### src/rtl/light_uart_rx_core_if.sv
// Read-side handshake of the light UART receiver FIFO.
// The receiver drives data/valid and the consumer drives ready.
interface light_uart_rx_core_if;
    logic [7:0] rd_data;
    logic       rd_valid;
    logic       rd_ready;

    modport master (
        output rd_data,
        output rd_valid,
        input  rd_ready
    );

    modport slave (
        input  rd_data,
        input  rd_valid,
        output rd_ready
    );
endinterface

### src/rtl/light_uart_rx_core.sv
// Light UART receiver: rxd synchroniser, mid-bit sampling frame FSM and a
// first-word-fall-through byte FIFO with rts flow control.
module light_uart_rx_core #(
    parameter int unsigned FIFO_DEPTH  = 16,
    parameter int unsigned RTS_MARGIN  = 4,
    parameter int unsigned SYNC_STAGES = 2
) (
    input  logic                          clk,
    input  logic                          reset,
    input  logic [15:0]                   dbr,
    input  logic                          rxd,
    output logic                          rts,
    light_uart_rx_core_if.master          rd,
    output logic [$clog2(FIFO_DEPTH):0]   fifo_count,
    output logic                          frame_err,
    output logic                          overrun
);

    localparam int unsigned AW = $clog2(FIFO_DEPTH);
    localparam logic [AW:0] FULL_LEVEL = (AW + 1)'(FIFO_DEPTH);
    localparam logic [AW:0] RTS_LEVEL  = (AW + 1)'(FIFO_DEPTH - RTS_MARGIN);

    typedef enum logic [2:0] {
        IDLE,
        START,
        DATA,
        STOP,
        BREAK_WAIT
    } state_t;

    // ------------------------------------------------------------------
    // rxd synchroniser, preset to the idle level
    // ------------------------------------------------------------------
    logic [SYNC_STAGES-1:0] sync_q;
    logic                   rxs;

    always_ff @(posedge clk) begin
        if (reset) begin
            sync_q <= '1;
        end else begin
            sync_q <= {sync_q[SYNC_STAGES-2:0], rxd};
        end
    end

    assign rxs = sync_q[SYNC_STAGES-1];

    // ------------------------------------------------------------------
    // Frame FSM
    // ------------------------------------------------------------------
    state_t      state_q, state_d;
    logic [19:0] timer_q, timer_d;
    logic [19:0] cpb_q, cpb_d;
    logic [2:0]  idx_q, idx_d;
    logic [7:0]  shift_q, shift_d;
    logic [15:0] dbr_eff;
    logic [19:0] cpb_new;
    logic        timer_zero;
    logic        push_req;
    logic        ferr_set;

    assign dbr_eff    = (dbr == '0) ? 16'd1 : dbr;
    assign cpb_new    = {dbr_eff, 4'b0000};
    assign timer_zero = (timer_q == '0);

    always_ff @(posedge clk) begin
        if (reset) begin
            state_q <= IDLE;
            timer_q <= '0;
            cpb_q   <= '0;
            idx_q   <= '0;
            shift_q <= '0;
        end else begin
            state_q <= state_d;
            timer_q <= timer_d;
            cpb_q   <= cpb_d;
            idx_q   <= idx_d;
            shift_q <= shift_d;
        end
    end

    always_comb begin
        state_d  = state_q;
        timer_d  = timer_zero ? timer_q : timer_q - 20'd1;
        cpb_d    = cpb_q;
        idx_d    = idx_q;
        shift_d  = shift_q;
        push_req = 1'b0;
        ferr_set = 1'b0;

        unique case (state_q)
            IDLE: begin
                if (!rxs) begin
                    // divisor is captured here so a mid-frame dbr change waits a frame
                    state_d = START;
                    cpb_d   = cpb_new;
                    timer_d = (cpb_new >> 1) - 20'd1;
                end
            end
            START: begin
                if (timer_zero) begin
                    if (rxs) begin
                        state_d = IDLE;
                    end else begin
                        state_d = DATA;
                        idx_d   = '0;
                        timer_d = cpb_q - 20'd1;
                    end
                end
            end
            DATA: begin
                if (timer_zero) begin
                    shift_d[idx_q] = rxs;
                    timer_d        = cpb_q - 20'd1;
                    if (idx_q == 3'd7) begin
                        state_d = STOP;
                    end else begin
                        idx_d = idx_q + 3'd1;
                    end
                end
            end
            STOP: begin
                // leaving at mid stop bit re-arms before a back-to-back start edge
                if (timer_zero) begin
                    if (rxs) begin
                        push_req = 1'b1;
                        state_d  = IDLE;
                    end else begin
                        ferr_set = 1'b1;
                        state_d  = BREAK_WAIT;
                    end
                end
            end
            BREAK_WAIT: begin
                if (rxs) begin
                    state_d = IDLE;
                end
            end
            default: begin
                state_d = IDLE;
            end
        endcase
    end

    // ------------------------------------------------------------------
    // FWFT FIFO
    // ------------------------------------------------------------------
    logic [7:0]    mem [FIFO_DEPTH];
    logic [AW-1:0] wr_ptr, rd_ptr;
    logic [AW:0]   count_q, count_next;
    logic          full;
    logic          pop;
    logic          push;
    logic          ovr_set;

    assign full    = (count_q == FULL_LEVEL);
    assign pop     = rd.rd_valid && rd.rd_ready;
    assign push    = push_req && (!full || pop);
    assign ovr_set = push_req && full && !pop;

    always_comb begin
        count_next = count_q;
        unique case ({push, pop})
            2'b10:   count_next = count_q + 1'b1;
            2'b01:   count_next = count_q - 1'b1;
            default: count_next = count_q;
        endcase
    end

    always_ff @(posedge clk) begin
        if (push) begin
            mem[wr_ptr] <= shift_q;
        end
    end

    always_ff @(posedge clk) begin
        if (reset) begin
            wr_ptr    <= '0;
            rd_ptr    <= '0;
            count_q   <= '0;
            rts       <= 1'b0;
            frame_err <= 1'b0;
            overrun   <= 1'b0;
        end else begin
            if (push) begin
                wr_ptr <= wr_ptr + 1'b1;
            end
            if (pop) begin
                rd_ptr <= rd_ptr + 1'b1;
            end
            count_q   <= count_next;
            rts       <= (count_next >= RTS_LEVEL);
            frame_err <= ferr_set;
            overrun   <= ovr_set;
        end
    end

    assign fifo_count  = count_q;
    assign rd.rd_valid = (count_q != '0);
    assign rd.rd_data  = rd.rd_valid ? mem[rd_ptr] : '0;

endmodule
### src/flat_wrapper.sv
// flat-port wrapper written by rule: the top's interface ports become plain ports
module light_uart_rx_core_flat 
#(
    parameter int unsigned FIFO_DEPTH  = 16,
    parameter int unsigned RTS_MARGIN  = 4,
    parameter int unsigned SYNC_STAGES = 2
)
  (clk, reset, dbr, rxd, rts, fifo_count, frame_err, overrun, rd_rd_data, rd_rd_valid, rd_rd_ready);
  light_uart_rx_core_if rd_i ();
  input  logic clk;
  input  logic reset;
  input  logic [15:0] dbr;
  input  logic rxd;
  output logic rts;
  output logic [$clog2(FIFO_DEPTH):0] fifo_count;
  output logic frame_err;
  output logic overrun;
  output wire logic [$bits(rd_i.rd_data)-1:0] rd_rd_data;
  output wire logic [$bits(rd_i.rd_valid)-1:0] rd_rd_valid;
  input wire logic [$bits(rd_i.rd_ready)-1:0] rd_rd_ready;
  assign rd_rd_data = rd_i.rd_data;
  assign rd_rd_valid = rd_i.rd_valid;
  assign rd_i.rd_ready = rd_rd_ready;
  light_uart_rx_core #(.FIFO_DEPTH(FIFO_DEPTH), .RTS_MARGIN(RTS_MARGIN), .SYNC_STAGES(SYNC_STAGES)) u_core (.clk(clk), .reset(reset), .dbr(dbr), .rxd(rxd), .rts(rts), .rd(rd_i), .fifo_count(fifo_count), .frame_err(frame_err), .overrun(overrun));
endmodule
### config.mk
export PLATFORM = sky130hd
export DESIGN_NAME = light_uart_rx_core_flat
export DESIGN_NICKNAME = d
export VERILOG_FILES = /design/src/rtl/light_uart_rx_core_if.sv /design/src/rtl/light_uart_rx_core.sv /design/src/flat_wrapper.sv
export SDC_FILE = /design/constraint.sdc
export NUM_CORES = 1
export LEC_CHECK = 0
export CAP_MARGIN = 10
export CORE_UTILIZATION = 40
export DETAILED_ROUTE_END_ITERATION = 8
export GPL_ROUTABILITY_DRIVEN = 1
export PLACE_DENSITY_LB_ADDON = 0.08
export SLEW_MARGIN = 5
export SYNTH_ARGS = -nofsm -noshare
export SYNTH_HDL_FRONTEND = slang
export SYNTH_SLANG_ARGS = --single-unit
### constraint.sdc
create_clock -name clk -period 3.8 [get_ports clk]
set_clock_uncertainty 0.2 [all_clocks]
set_input_delay 0.57 -clock clk [delete_from_list [all_inputs] [get_ports clk]]
set_output_delay 0.57 -clock clk [all_outputs]
set_load 0.02 [all_outputs]
==> reports/results.ini <==
[status]
status=finished, final reports clean

[placement]
port_buffers=36
globalplace.congestion=0.839
dpl.cell_count=1042
hpwl_um=14300

[die]
dieHeight_um=153
die_area_mm2=0.0235
rows=55
core_mm2=0.0226
boundaryPins=37
die_width_um=153
start_util=0.406

[finish]
syn2layout_area_growth_pct=14.6
antenna_cells=0
final_cells=1073
filler_cell_count=2025
drive_gt1_frac=0.151
nets=810

[power_and_ir_drop]
switching_share=0.342
pwr-share-clk=0.268
seqPwrFrac=0.382
irDropWorstVdd_uv=323
power_density_mw_per_mm2=647
switchingPower_mw=2.32
combPwrFrac=0.351
p_int_mw=4.48
power_leakage_nw=3.61

[critical_path]
worstPathRequired_ns=3.03
path_max_fanout=32
cp.buffers_inverters=2
crit_chain=buf_12 -> mux4_2 -> mux4_2 -> nor2b_1 -> clkdlybuf4s50_1
slowest_stage=mux4_2
crit_top_cell=mux4_2
start_kind=flip-flop
arrival_ns=2.79
critPathKind=reg -> out
critPathCaptureType=output pin
critPathMaxStageDelay_ns=0.57
path_delay_family=multiplexers

[sta]
setup_viol=0
layout_min_cycle_time_ns=3.56
drv_slew=0
tns_ns=0
rsz0062_at_grt=no
worst-slew-pin-transition_ns=1.16
finalCritPeriodShare=0.938
hold_ws_ns=0.211
relSlewSlack=0.226
hold_viol=0
fmax_mhz=281

[logic_synthesis]
synth_compound_area_frac=0.0747
synth_edf_count=128
seq_area_frac_synth=0.576
synth_area_mm2=0.00917
synth_area_leader_cell=edfxtp_1
synthCells=735
yosysWarnings=0
synth_top_family_by_area=simple AND/OR/NAND/NOR gates
synth_nets=769
ys_types=60
yosys.area_share.xor_xnor=0.0458
netlist.area_leader.share=0.419
synth-seq-cells=200
yosys-top-cells-area=edfxtp_1 42%, dfxtp_1 16%, mux4_2 9.8%
synthAdderAreaFrac=0.0191
synthMuxAreaShare=0.110
synth_flop_cell=edfxtp_1
avgSynthCellArea_um2=12.5
yosys.area_share.simple=0.150
async_flop_share=0

[global_route]
grt_max_degree=45
grt_util_met2=0.319
grt-busiest-layer=met2
grt_pass1_wl_um=33000
grt_use_total=0.183
gr-total-overflow=0
grt_pass1_vias=6008
use_met1=0.228
grt_antenna_before_repair=0
use_met3=0.0346

[clock_network]
root_buffer=clkbuf_16
htreeDepth=4
cts_sinks=200
cts-buffers-inserted=17
tritoncts=yes
cts_hold_buf=0
clock_latency_ns=0.43
clk_pin_slew_ns=0.07
cts_setup_buffers=0
cts_resized=0
cts_buffer_depth=2

[routing]
wl_per_cell_um=19.0
wirelength_um=20400
viasPerCell=5.52
drt_pre_antenna_iters=4
vias=5927
drc=0
drtAntennaViolNets=0
drt_iter0_drc=361

[hold_path]
min_path_type=reg -> reg

[flow_run]
max_cap_viol_count=0

## registers in the layout, summed over array words and instances (netlist names), named ones only
name,flops
u_core.mem,128
u_core.rts,1
u_core.frame_err,1
u_core.overrun,1
u_core.shift_q,8
u_core.wr_ptr,4
u_core.cpb_q,16
u_core.idx_q,3
u_core.state_q,3
u_core.fifo_count,5
u_core.sync_q,2
u_core.rd_ptr,4
u_core.timer_q,20
## area by class of cell
class | count | area (um^2) | share of cell area
inverter | 12 | 47.5 | 0.00452
timing repair buffer | 62 | 563 | 0.0535
multi-input combinational | 483 | 3670 | 0.349
sequential | 200 | 5290 | 0.503
tap | 285 | 357 | 0.0339
clock buffer | 17 | 425 | 0.0405
clock inverter | 14 | 164 | 0.0156
## per-stage QoR
stage                     area, um^2  worst slack [ns]  power, mW  utilization
final                          10500             0.236       6.80        0.466
after global routing           10500            0.0175       7.20        0.466
after CTS                      10500             0.183       6.87        0.466
after detailed placement        9930             0.258       5.05        0.440
after global placement          9930             0.347       5.02        0.440
after floorplan                 9170             0.589       4.36            -
## cells in the final DEF (no fill, tap or decap), drive strengths merged, types with 13 or more instances in the layout
master,count
xor2,36
nor2,58
o21ai,14
or3,13
inv,18
nor4,19
dfxtp,72
buf,27
nand2,69
clkbuf,17
or4,13
edfxtp,128
nor3,33
mux4,40
clkdlybuf4s50,35
a21oi,49
ha,14
## power groups by stage
stage / Clock [mW] / Sequential (mW) / Combinational [mW]
final: 1.82 / 2.60 / 2.39
after global routing: 1.95 / 2.62 / 2.63
after CTS: 1.86 / 2.60 / 2.41
after detailed placement: 0 / 2.65 / 2.40
after global placement: 0 / 2.64 / 2.38
after floorplan: 0 / 2.63 / 1.74
## worst register-to-register path: stages (launching register included)
cell	delay, ns
dfxtp_1	0.34
inv_1	0.11
ha_1	0.18
or3b_2	0.53
nor4_1	0.41
buf_4	0.20
a21oi_1	0.15
xor2_1	0.20
ha_1	0.24
or3_1	0.31
a21oi_1	0.15
a22oi_1	0.11
xor2_1	0.21
o32ai_1	0.12
## layer usage
metal  share of wire  vias to the layer above
li1                -                     2857
met1            0.44                     2940
met2            0.51                      101
met3           0.032                       29
met4           0.019                        0
met5               0                        -
## cell usage after synthesis, types with 4 or more instances
library cell / count
a211oi_1: 6
a21oi_1: 49
a22oi_1: 9
a2bb2oi_1: 5
buf_1: 6
buf_2: 5
clkbuf_1: 26
dfxtp_1: 72
edfxtp_1: 128
ha_1: 14
inv_1: 11
mux2i_1: 11
mux4_2: 40
nand2_1: 69
nand2b_1: 7
nand3_1: 11
nand4_1: 4
nor2_1: 57
nor2b_1: 11
nor3_1: 31
nor3b_1: 4
nor4_1: 15
o21ai_0: 11
or2_2: 5
or3_1: 13
or4_1: 11
xnor2_1: 12
xor2_1: 36
## cell families (layout without fill, tap and decap cells)
group                      Yosys count  in the layout
muxes                               51             51
xor gates and xnor gates            48             48
buffers and inverters               52            105
and+or+nand+nor                    260            260
adders and majority gates           14             14
DFF                                200            200
AOI/OAI and AO/OA                  110            110
## worst paths after layout
path                     startpoint                to  slack [ns]  depth (start not counted)
setup / recovery          flip-flop     rd_rd_data[1]        0.24                          5
hold / removal     u_core.sync_q[0]  u_core.sync_q[1]        0.21                          1
setup reg to reg  u_core.timer_q[0]        u_core.rts        0.24                         13
hold reg to reg    u_core.sync_q[0]  u_core.sync_q[1]        0.21                          1
No activity file was read; power rests on OpenSTA's default activity.
